File: config.mk
export PLATFORM = sky130hd
export DESIGN_NAME = vx_cache_req_serializer
export DESIGN_NICKNAME = d
export VERILOG_FILES = /design/src/rtl/vx_cache_pkg.sv /design/src/rtl/vx_rr_arbiter.sv /design/src/rtl/vx_cache_req_serializer.sv
export SDC_FILE = /design/constraint.sdc
export NUM_CORES = 1
export LEC_CHECK = 0
export BUFFER_PORTS_ARGS = -buffer_cell sky130_fd_sc_hd__buf_2
export CORE_AREA = 4 4 151 153
export DETAILED_ROUTE_END_ITERATION = 7
export DIE_AREA = 0 0 155 157
export PLACE_DENSITY = 0.66
export SLEW_MARGIN = 5
export SYNTH_ARGS = -nofsm -noshare
export SYNTH_HDL_FRONTEND = slang
export SYNTH_SLANG_ARGS = --single-unit
File: constraint.sdc
create_clock -name clk_i -period 2.9 [get_ports clk_i]
set_clock_uncertainty 0.1 [all_clocks]
set_input_delay 0.29 -clock clk_i [delete_from_list [all_inputs] [get_ports clk_i]]
set_output_delay 0.29 -clock clk_i [all_outputs]
set_load 0.01 [all_outputs]
File: src/rtl/vx_cache_pkg.sv
// Shared definitions for the cache request serializer: lane-index width helper and default sizes.
// Used by vx_rr_arbiter and vx_cache_req_serializer.
package vx_cache_pkg;

   // Width of a lane index; a single lane still gets one (constant-zero) bit.
   function automatic int clog2_min1(input int n);
      return (n > 1) ? $clog2(n) : 1;
   endfunction

   localparam int DEF_NUM_REQS   = 4;
   localparam int DEF_DATA_WIDTH = 32;
   localparam int DEF_ADDR_WIDTH = 32;
   localparam int DEF_TAG_WIDTH  = 8;

   // Request payload at the default sizes; the serializer declares its own
   // copy sized from its parameters so non-default instances stay consistent.
   typedef struct packed {
      logic                        rw;
      logic [DEF_DATA_WIDTH/8-1:0] byteen;
      logic [DEF_ADDR_WIDTH-1:0]   addr;
      logic [DEF_DATA_WIDTH-1:0]   data;
      logic [DEF_TAG_WIDTH-1:0]    tag;
   } req_payload_t;

endpackage

File: src/rtl/vx_rr_arbiter.sv
// Combinational round-robin arbiter: picks the first requesting lane scanning cyclically from rr_ptr_i.
// The pointer register lives in the parent.
import vx_cache_pkg::*;

module vx_rr_arbiter #(
   parameter int NUM_REQS = 4,
   parameter int LANE_W   = clog2_min1(NUM_REQS)
) (
   input  logic [NUM_REQS-1:0] req_i,
   input  logic [LANE_W-1:0]   rr_ptr_i,
   output logic [NUM_REQS-1:0] grant_oh_o,
   output logic [LANE_W-1:0]   grant_idx_o,
   output logic                any_valid_o
);

   logic [LANE_W-1:0] lane;

   // Offset i from the pointer is checked in order, so the earliest hit wins.
   always_comb begin
      grant_oh_o  = '0;
      grant_idx_o = '0;
      any_valid_o = 1'b0;
      lane        = '0;
      for (int i = 0; i < NUM_REQS; i++) begin
         lane = LANE_W'((int'(rr_ptr_i) + i) % NUM_REQS);
         if (!any_valid_o && req_i[lane]) begin
            any_valid_o      = 1'b1;
            grant_oh_o[lane] = 1'b1;
            grant_idx_o      = lane;
         end
      end
   end

endmodule

File: src/rtl/vx_cache_req_serializer.sv
// Serialises a multi-lane request bundle round-robin into one registered request per cycle,
// appending the source lane to the tag. Optional perf counters under VX_CACHE_REQ_SER_PERF_EN.
import vx_cache_pkg::*;

module vx_cache_req_serializer #(
   parameter int NUM_REQS   = 4,
   parameter int DATA_WIDTH = 32,
   parameter int ADDR_WIDTH = 32,
   parameter int TAG_WIDTH  = 8,
   parameter int DATA_SIZE  = DATA_WIDTH / 8,
   parameter int LANE_W     = clog2_min1(NUM_REQS),
   parameter int OTAG_W     = TAG_WIDTH + LANE_W
) (
   input  logic                                 clk_i,
   input  logic                                 rst_ni,
   input  logic [NUM_REQS-1:0]                  req_valid_i,
   input  logic [NUM_REQS-1:0]                  req_rw_i,
   input  logic [NUM_REQS-1:0][DATA_SIZE-1:0]   req_byteen_i,
   input  logic [NUM_REQS-1:0][ADDR_WIDTH-1:0]  req_addr_i,
   input  logic [NUM_REQS-1:0][DATA_WIDTH-1:0]  req_data_i,
   input  logic [NUM_REQS-1:0][TAG_WIDTH-1:0]   req_tag_i,
   output logic [NUM_REQS-1:0]                  req_ready_o,
   output logic                                 mem_valid_o,
   output logic                                 mem_rw_o,
   output logic [DATA_SIZE-1:0]                 mem_byteen_o,
   output logic [ADDR_WIDTH-1:0]                mem_addr_o,
   output logic [DATA_WIDTH-1:0]                mem_data_o,
   output logic [OTAG_W-1:0]                    mem_tag_o,
   input  logic                                 mem_ready_i
`ifdef VX_CACHE_REQ_SER_PERF_EN
   ,
   output logic [31:0]                          perf_issued_o,
   output logic [31:0]                          perf_stall_o
`endif
);

   typedef struct packed {
      logic                  rw;
      logic [DATA_SIZE-1:0]  byteen;
      logic [ADDR_WIDTH-1:0] addr;
      logic [DATA_WIDTH-1:0] data;
      logic [OTAG_W-1:0]     tag;
   } slot_t;

   slot_t             slot_q, slot_d;
   logic              mem_valid_q, mem_valid_d;
   logic [LANE_W-1:0] rr_ptr_q, rr_ptr_d;

   logic [NUM_REQS-1:0] grant_oh;
   logic [LANE_W-1:0]   grant_idx;
   logic                any_valid;
   logic                slot_free;
   logic                load;

   vx_rr_arbiter #(
      .NUM_REQS (NUM_REQS),
      .LANE_W   (LANE_W)
   ) u_arb (
      .req_i       (req_valid_i),
      .rr_ptr_i    (rr_ptr_q),
      .grant_oh_o  (grant_oh),
      .grant_idx_o (grant_idx),
      .any_valid_o (any_valid)
   );

   // A slot being drained this cycle may be refilled in the same cycle.
   assign slot_free = !mem_valid_q || mem_ready_i;
   assign load      = slot_free && any_valid;

   assign req_ready_o = (rst_ni && load) ? grant_oh : '0;

   always_comb begin
      slot_d      = slot_q;
      mem_valid_d = mem_valid_q;
      rr_ptr_d    = rr_ptr_q;
      if (slot_free) begin
         mem_valid_d = any_valid;
         if (any_valid) begin
            slot_d.rw     = req_rw_i[grant_idx];
            slot_d.byteen = req_byteen_i[grant_idx];
            slot_d.addr   = req_addr_i[grant_idx];
            slot_d.data   = req_data_i[grant_idx];
            slot_d.tag    = {grant_idx, req_tag_i[grant_idx]};
            rr_ptr_d      = (grant_idx == LANE_W'(NUM_REQS - 1)) ? '0
                                                                 : LANE_W'(grant_idx + 1'b1);
         end
      end
   end

   always_ff @(posedge clk_i) begin
      if (!rst_ni) begin
         slot_q      <= '0;
         mem_valid_q <= 1'b0;
         rr_ptr_q    <= '0;
      end else begin
         slot_q      <= slot_d;
         mem_valid_q <= mem_valid_d;
         rr_ptr_q    <= rr_ptr_d;
      end
   end

   assign mem_valid_o  = mem_valid_q;
   assign mem_rw_o     = slot_q.rw;
   assign mem_byteen_o = slot_q.byteen;
   assign mem_addr_o   = slot_q.addr;
   assign mem_data_o   = slot_q.data;
   assign mem_tag_o    = slot_q.tag;

`ifdef VX_CACHE_REQ_SER_PERF_EN
   logic [31:0] perf_issued_q, perf_issued_d;
   logic [31:0] perf_stall_q, perf_stall_d;

   // Both counters wrap naturally at 32 bits.
   always_comb begin
      perf_issued_d = perf_issued_q;
      perf_stall_d  = perf_stall_q;
      if (mem_valid_q && mem_ready_i) begin
         perf_issued_d = perf_issued_q + 32'd1;
      end
      if (mem_valid_q && !mem_ready_i) begin
         perf_stall_d = perf_stall_q + 32'd1;
      end
   end

   always_ff @(posedge clk_i) begin
      if (!rst_ni) begin
         perf_issued_q <= '0;
         perf_stall_q  <= '0;
      end else begin
         perf_issued_q <= perf_issued_d;
         perf_stall_q  <= perf_stall_d;
      end
   end

   assign perf_issued_o = perf_issued_q;
   assign perf_stall_o  = perf_stall_q;
`endif

endmodule
* Word level (Yosys, flattened, before mapping) *
Cells that the tools add are included.

storage, ports and cells
  flip-flop bits (word level) = 82
  input bits = 315
  output and inout port bits = 84
  logic and storage cells = 79

cells by class
  $add $sub $neg = 4
  magnitude comparators = 9
  eq/ne operators = 1
  multiplexer cells = 40
  bitwise operators = 3
  reduce and logical (&&, ||, !) cells = 15

operators with widths
  operator                                                            number
  binary-select mux 32 bit (select 2 bit)                             2
  two-way mux 32 bit                                                  2
  two-way mux 4 bit                                                   6
  binary-select mux 8 bit (select 2 bit)                              1
  < comparator 2 x 3 -> 1 bit (second input constant)                 5
  two-way mux 1 bit                                                   13
  bitwise OR 4 bit                                                    3
  binary-select mux 1 bit (select 2 bit)                              5
  two-way mux 2 bit                                                   5
  logical AND 1 bit                                                   9
  binary-select mux 4 bit (select 2 bit)                              1
  demux 1 bit (select 2 bit)                                          4
  greater-or-equal comparator 2 x 1 -> 1 bit (second input constant)  4
  two-way mux 8 bit                                                   1
  adder 2 x 1 -> 2 bit (second input constant)                        2
  adder 2 bit (second input constant)                                 2
  zero test 1 bit                                                     4
  == test 2 bit (second input constant)                               1
  AND reduction 2 bit                                                 1
  logical OR 1 bit                                                    1

* Logic depth before layout (Yosys ltp) *
Gate-level depths: netlist (run 1).

  depth in word-level cells = 15
  gate-level depth with buffers = 12

* Hierarchy *
Synthesis (run 1) repeated with hierarchy kept, for this count alone.

unflattened totals
  cells, all modules = 339
  area total of the unflattened synthesis = 4807.1 um^2

by module, submodules not included
  module                   times used  cells each  area each (um^2)  seq. area each (um^2)
  vx_cache_req_serializer  1           294         4388.0            1641.6
  vx_rr_arbiter            1           45          419.2             0.0

* Worst setup path after synthesis (run 1) *
Ideal clock, no wire load.

  path kind = flip-flop to flip-flop
  start = reg rr_ptr_q[0]
  end = reg slot_q (netlist bit mem_addr_o[15])
  library setup time = 122 ps
  data arrival time = 2936 ps
  setup slack = -258 ps
  stages on the path, launching flop included = 12
  path buffers = 3
  cells stage by stage = dfxtp_1 > buf_2 > inv_1 > ha_1 > mux4_2 > nor2b_1 > o21ai_1 > and2_4 > buf_6 > buf_12 > mux2_4 > a221o_1

between the ends
  longest elaborated chain between the ends = 14
  elaborated cells on any way between the ends = 28

ends and longest elaborated chain
  what                                                           line                           RTL
  start, declared                                                vx_cache_req_serializer.sv:47  logic [LANE_W-1:0] rr_ptr_q, rr_ptr_d;
  start signal, assigned                                         vx_cache_req_serializer.sv:98  rr_ptr_q <= rr_ptr_d;
  branches (longest 14 deep; another with adder 2 x 1 -> 2 bit)  n/a
  end signal, assigned                                           vx_cache_req_serializer.sv:96  slot_q <= slot_d;
  end, declared                                                  vx_cache_req_serializer.sv:45  slot_t slot_q, slot_d;

Several ways; the timed one is not identified. The select of a mux whose other input is x is not followed.
A chain may end at the register's enable or synchronous reset.

* Worst setup path after layout (run 1) *
  start = reg rr_ptr_q[1]
  end = reg slot_q (netlist bit mem_addr_o[30])

Same word-level chain as after synthesis.

==> results of run 1 <==
-- routing by layer --
| layer | GRT usage | wire [um] | vias up |
|---|---|---|---|
| li1 | - | - | 4131 |
| met1 | 0.277 | 12000 | 4119 |
| met2 | 0.405 | 15000 | 456 |
| met3 | 0.0668 | 2920 | 47 |
| met4 | 0.0673 | 653 | 2 |
| met5 | 0 | 13 | - |
-- metrics by stage --
| step | total power, mW | cells | cell area, sq um | setup slack [ns] |
|---|---|---|---|---|
| 2_1_floorplan | 4.70 | 889 | 6880 | 0.0382 |
| 3_3_place_gp | 6.24 | 1506 | 9260 | 0.178 |
| 3_5_place_dp | 6.29 | 1506 | 9260 | 0.142 |
| 4_1_cts | 7.70 | 1523 | 9640 | 0.0216 |
| 5_1_grt | 8.29 | 1531 | 9740 | -0.00163 |
| 6_report | 7.79 | 1532 | 9740 | 0.0752 |
-- final timing paths --
kind,startpoint,endpoint,slack [ns],cells past startpoint
min,req_addr_i[119],mem_addr_o[23]$_SDFFE_PN0P_,0.08,3
min reg2reg,mem_data_o[27]$_SDFFE_PN0P_,mem_data_o[27]$_SDFFE_PN0P_,0.41,1
max reg2reg,rr_ptr_q[1]$_SDFFE_PN0P_,mem_addr_o[30]$_SDFFE_PN0P_,0.08,8
max,rr_ptr_q[1]$_SDFFE_PN0P_,mem_addr_o[30]$_SDFFE_PN0P_,0.08,8
-- flip-flops by register name (all words and copies together) (netlist names) --
name / cells
mem_addr_o: 32
mem_byteen_o: 4
mem_data_o: 32
mem_rw_o: 1
mem_tag_o: 10
mem_valid_o: 1
rr_ptr_q: 2
-- report_power, final --
group | internal, mW | switching (mW)
sequential | 1.52 | 0.275
combinational | 2.08 | 2.61
clock | 0.778 | 0.530
-- cell type report --
| type | count | area share |
|---|---|---|
| sequential | 82 | 0.169 |
| tap | 280 | 0.0360 |
| multi-input combinational | 704 | 0.499 |
| timing repair buffer | 444 | 0.261 |
| inverter | 5 | 0.00193 |
| antenna | 2 | 0.000514 |
| clock inverter | 4 | 0.00783 |
| clock buffer | 11 | 0.0249 |
-- critical path: stages (launching register included) --
cell and delay [ns]:
dfxtp_2 0.36, mux4_1 0.64, nor2b_4 0.18, buf_4 0.16, o21ai_4 0.15, and2_4 0.22, buf_12 0.21, mux2_2 0.35
a221o_1 0.33
-- logic make-up (layout without fill, tap and decap cells) --
family                   count (synthesis)  in the layout  synth area share
AND/OR/NAND/NOR                        321            321             0.219
other                                    0              2                 0
multiplexers                            58             58             0.124
flip-flops                              82             82             0.239
adder cells (fa/ha/maj)                  7              7            0.0128
buffers and inverters                  103            464            0.0699
AO/OA/AOI/OAI                          318            318             0.335
-- synthesized netlist by cell type, drive strengths merged (2+ instances only) --
cell	number
a211oi	46
a21boi	30
a21oi	33
a221o	46
a221oi	4
a22oi	4
a31oi	30
a41o	2
a41oi	29
buf	21
clkbuf	77
dfxtp	82
ha	7
inv	5
mux2	49
mux2i	5
mux4	4
nand2	128
nor2	61
nor2b	48
nor3	32
nor3b	2
nor4	47
o21ai	38
o22ai	49
o31a	2
-- timing repair --
| action | in CTS | in global routing |
|---|---|---|
| resized for setup | 2 | 6 |
| pin swaps | 0 | 2 |
| gates cloned | 1 | 1 |
| buffers inserted | 1 | 6 |
| setup endpoints to repair | 4 | 46 |
==> out/results.txt, run 1 <==
status: finished clean
hpwl dp: 21,600 um
max-cap viol count: 0
vias in the first global route: 8,451
worst-path fanout max: 21
Area Overhead vs Synth: 42.0%
CP endpoint kind: flip-flop
power density cells: 800 mW/mm^2
CTS H-tree depth: 3
slew margin rel.: 0.401
Avg Inst Size Synth: 7.72 sq um
DR iter-0 viols: 635
critical path launch point type: flip-flop
asr flop ratio synth: 0
first-pass GRT wire length: 45,800 um
Pleak: 4.41 nW
Via density: 5.71
remaining global-route overflow: 0
# rows: 54
register area share after synthesis: 0.239
final hold violations: 0
wire length per cell: 19.9 um
Worst Hold Class: input port to flip-flop
Via Count: 8,755
max-slew violations: 0
Max VDD drop: 419 uV
most common cell after layout, fill and taps aside: buf_2
chip height: 157 um
FILL cells: 2,178
CTS root buf: clkbuf_16
slew at the pin with the worst max-slew slack: 0.899 ns
Top-Level Pins: 399
largest net degree at the start of global routing: 88
total wire length: 30,500 um
Yosys warning count: 0
Mapped Cells: 889
clock-pin slew of the registers on the worst-case setup and hold paths: 0.07 ns
drt pass-1 iters: 5
top cells by area, synth: dfxtp_1, mux2_4, nand2_1
clk_lat worst skew: 0.35 ns
final core occ: 0.452
final setup violation count: 0
ANT nets after route: 0
hold slack: 0.0796 ns
Num CTS Buffers: 9
register area: 0.00165 sq mm
layout cells sized above 1: 0.423
gr usage total: 0.232
Port Buffers: 398
clock buffer depth: 2
Synth Net Count: 1,211
Yosys cell types: 41
cts hold-fix bufs: 0
Setup CP Type: flip-flop to flip-flop
leading area contributor after synthesis: dfxtp_1
EDFF count, synth: 0
most frequent cells in the layout: buf_2, nand2_1, dfxtp_1, nor2_1, o22ai_1
Residual DRC: 0
initial antenna violation count: 3
max frequency: 0.354 GHz
Arr. time, crit path: 2.95 ns
CTS tree: yes
CORE AREA: 0.0216 sq mm
Die Wd: 155 um
Starting Density: 0.318
clk sink count: 82
Placer Congestion: 0.870
prevailing post-synth register cell: dfxtp_1
top cell type's share of synthesized area: 0.239
period utilization: 0.974
setup_tns: 0 ns
Final nets: 1,568
min Tclk post-route: 2.82 ns
multi-input logic area: 0.00486 sq mm
Cell Area, Synth: 0.00686 sq mm
die area: 0.0243 sq mm
#FFs+latches synth: 82
worst path required time: 3.02 ns
Power figures use the tool's default switching activity.
==> run 2, diff against run 1 <==
Clock period 2.9 ns to 2.26 ns, I/O delays scaled along.
==> out/results.txt, run 2 (synthesis results as in run 1) <==
max-cap viol count: 0 (unchanged)
CP max stage cell: a211oi_1
fin worst setup slack: -0.424 ns (-0.500 ns)
worst path cell trace: clkinvlp_4 -> ha_4 -> mux4_2 -> nor2b_4 -> buf_6 -> a211o_2 -> buf_12 -> a211oi_1 -> nor4_4 -> a221o_1
first-pass GRT wire length: 47,800 um (+4.4%)
Die Wd: 155 um (unchanged)
CTS tree: yes
most common cell after layout, fill and taps aside: buf_2
period utilization: 1.19 (+0.214)
total wire length: 32,800 um (+7.4%)
power density cells: 1020 mW/mm^2 (+28%)
wire length per cell: 20.7 um (+3.6%)
CP peak stage delay: 0.44 ns (-0.20 ns)
Hold Crit Depth: 3 (unchanged)
slew at the pin with the worst max-slew slack: 0.837 ns (-0.0619 ns)
Total Power: 11.3 mW (+44%)
Area Overhead vs Synth: 60.5%
layout cells sized above 1: 0.508 (+0.0852)
area of placed instances: 0.00969 sq mm (+4.6%)
clock buffer depth: 2 (unchanged)
hold_sp: req_byteen_i[14]
RSZ-0062 raised after global routing: true
worst setup path start: rr_ptr_q[0]$_SDFFE_PN0P_
Port Buffers: 398 (unchanged)
status: finished with violations
max-slew violations: 0 (unchanged)
r2r setup slk: -0.42 ns (-0.50 ns)
CTS H-tree depth: 3 (unchanged)
Via density: 5.78 (+1.1%)
Setup CP Type: flip-flop to flip-flop
ANT nets after route: 0 (unchanged)
worst reg2reg path depth: 10 (+2)
worst path required time: 2.39 ns (-0.63 ns)
slew margin rel.: 0.442 (+0.0412)
Worst Hold End: mem_byteen_o[2]$_SDFFE_PN0P_
Pleak: 4.80 nW (+8.9%)
failing checks: setup timing
Starting Density: 0.318 (unchanged)
Reg-to-Reg End: mem_data_o[6]$_SDFFE_PN0P_
hpwl dp: 22,300 um (+2.9%)
vias in the first global route: 8,663 (+2.5%)
design area: 0.0110 sq mm (+13%)
min Tclk post-route: 2.68 ns (-0.140 ns)
largest net degree at the start of global routing: 82 (-6.8%)
Arr. time, crit path: 2.81 ns (-0.14 ns)
Via Count: 9,169 (+4.7%)
final setup violation count: 83 (+83)
gr usage total: 0.243 (+0.0112)
Top-Level Pins: 399 (unchanged)
remaining global-route overflow: 0 (unchanged)
final hold violations: 0 (unchanged)
Residual DRC: 0 (unchanged)
Num CTS Buffers: 9 (unchanged)
clk sink count: 82 (unchanged)
most frequent cells in the layout: buf_2, nand2_1, dfxtp_1, nor2_1, o22ai_1
critical path launch point type: flip-flop
drt pass-1 iters: 7 (+2)
clock-pin slew of the registers on the worst-case setup and hold paths: 0.07 ns (about the same)
Buf+Inv Stages, Crit Path: 3 (+1)
initial antenna violation count: 5 (+2)
clk_lat worst skew: 0.34 ns (about the same)
chip height: 157 um (unchanged)
Worst Hold Class: input port to flip-flop
Crit path max-delay family: compound AO/OA/AOI/OAI gates
Placer Congestion: 0.882 (+1.4%)
CORE AREA: 0.0216 sq mm (unchanged)
worst-path fanout max: 29 (+38%)
CP endpoint kind: flip-flop
DR iter-0 viols: 688 (+8.3%)
CTS root buf: clkbuf_16
Max VDD drop: 502 uV (+20%)
die area: 0.0243 sq mm (unchanged)
Final nets: 1,621 (+3.4%)
# rows: 54 (unchanged)
max frequency: 0.373 GHz (+5.2%)
RR Startpoint: rr_ptr_q[0]$_SDFFE_PN0P_
[run 2: changes by cell type in the layout (fill, tap and decap cells not counted), sizes merged]
cell	previous run	this run
buf	442	479
bufbuf	1	0
clkbuf	12	15
clkinvlp	1	2
diode	2	3
dlygate4sd3	0	15
inv	5	4
[run 2: stage by stage]
step / instances / hold slack [ns] / worst slack [ns] / TNS, ns / utilization
global placement: 1536 / 0.368 / -0.380 / -25.47 / 0.450
finish: 1587 / 0.0143 / -0.424 / -26.85 / 0.511
detailed placement: 1536 / 0.372 / -0.420 / -27.34 / 0.450
CTS: 1579 / 0.000429 / -0.430 / -27.17 / 0.485
global route: 1587 / 0.0128 / -0.550 / -36.67 / 0.511
floorplan: 889 / 0.258 / -0.529 / -36.14 / -
[run 2: worst max path at each step]
stage / cells past startpoint / slack, ns / end
2_1_floorplan: 11 / -0.53 / mem_addr_o[15]$_SDFFE_PN0P_
5_1_grt: 11 / -0.55 / req_ready_o[0]
3_3_place_gp: 6 / -0.38 / mem_data_o[0]$_SDFFE_PN0P_
4_1_cts: 10 / -0.43 / mem_tag_o[6]$_SDFFE_PN0P_
3_5_place_dp: 6 / -0.42 / mem_addr_o[30]$_SDFFE_PN0P_
6_report: 10 / -0.42 / mem_data_o[6]$_SDFFE_PN0P_
[run 2: per-layer routing]
layer | global-route usage | vias to the layer above | share of wire
li1 | - | 4246 | -
met1 | 0.287 | 4358 | 0.39
met2 | 0.427 | 502 | 0.50
met3 | 0.0696 | 59 | 0.094
met4 | 0.0749 | 4 | 0.022
met5 | 0 | - | 0.00079
[run 2: where the power goes]
part	switching, mW	internal [mW]
logic	3.91	3.40
registers	0.339	1.95
clock network	0.679	0.975
total	4.93	6.33
[run 2: final cells by class]
| cell class | count | area, sq um |
|---|---|---|
| Antenna cell | 3 | 7.51 |
| Clock buffer | 12 | 236 |
| Clock inverter | 4 | 76.3 |
| Fill cell | 2026 | 10500 |
| Inverter | 5 | 22.5 |
| Multi-Input combinational cell | 704 | 5470 |
| Sequential cell | 82 | 1650 |
| Tap cell | 280 | 350 |
| Timing Repair Buffer | 497 | 3200 |
[run 2: what timing repair did]
item                                    4_1_cts  5_1_grt
hold buffers                                 15        0
cloned                                        5        4
gates resized for setup                      36       89
endpoints found under the setup margin       83       85
buffers inserted                              7        1
hold endpoints to repair                     15        0
pin swaps                                     4        7
[run 2: worst min-delay path: cells and delay by family]
| kind | cells | cell delay (ns) |
|---|---|---|
| buf+inv | 1 | 0.09 |
| simple gates | 1 | 0.05 |
| compound gates | 1 | 0.05 |
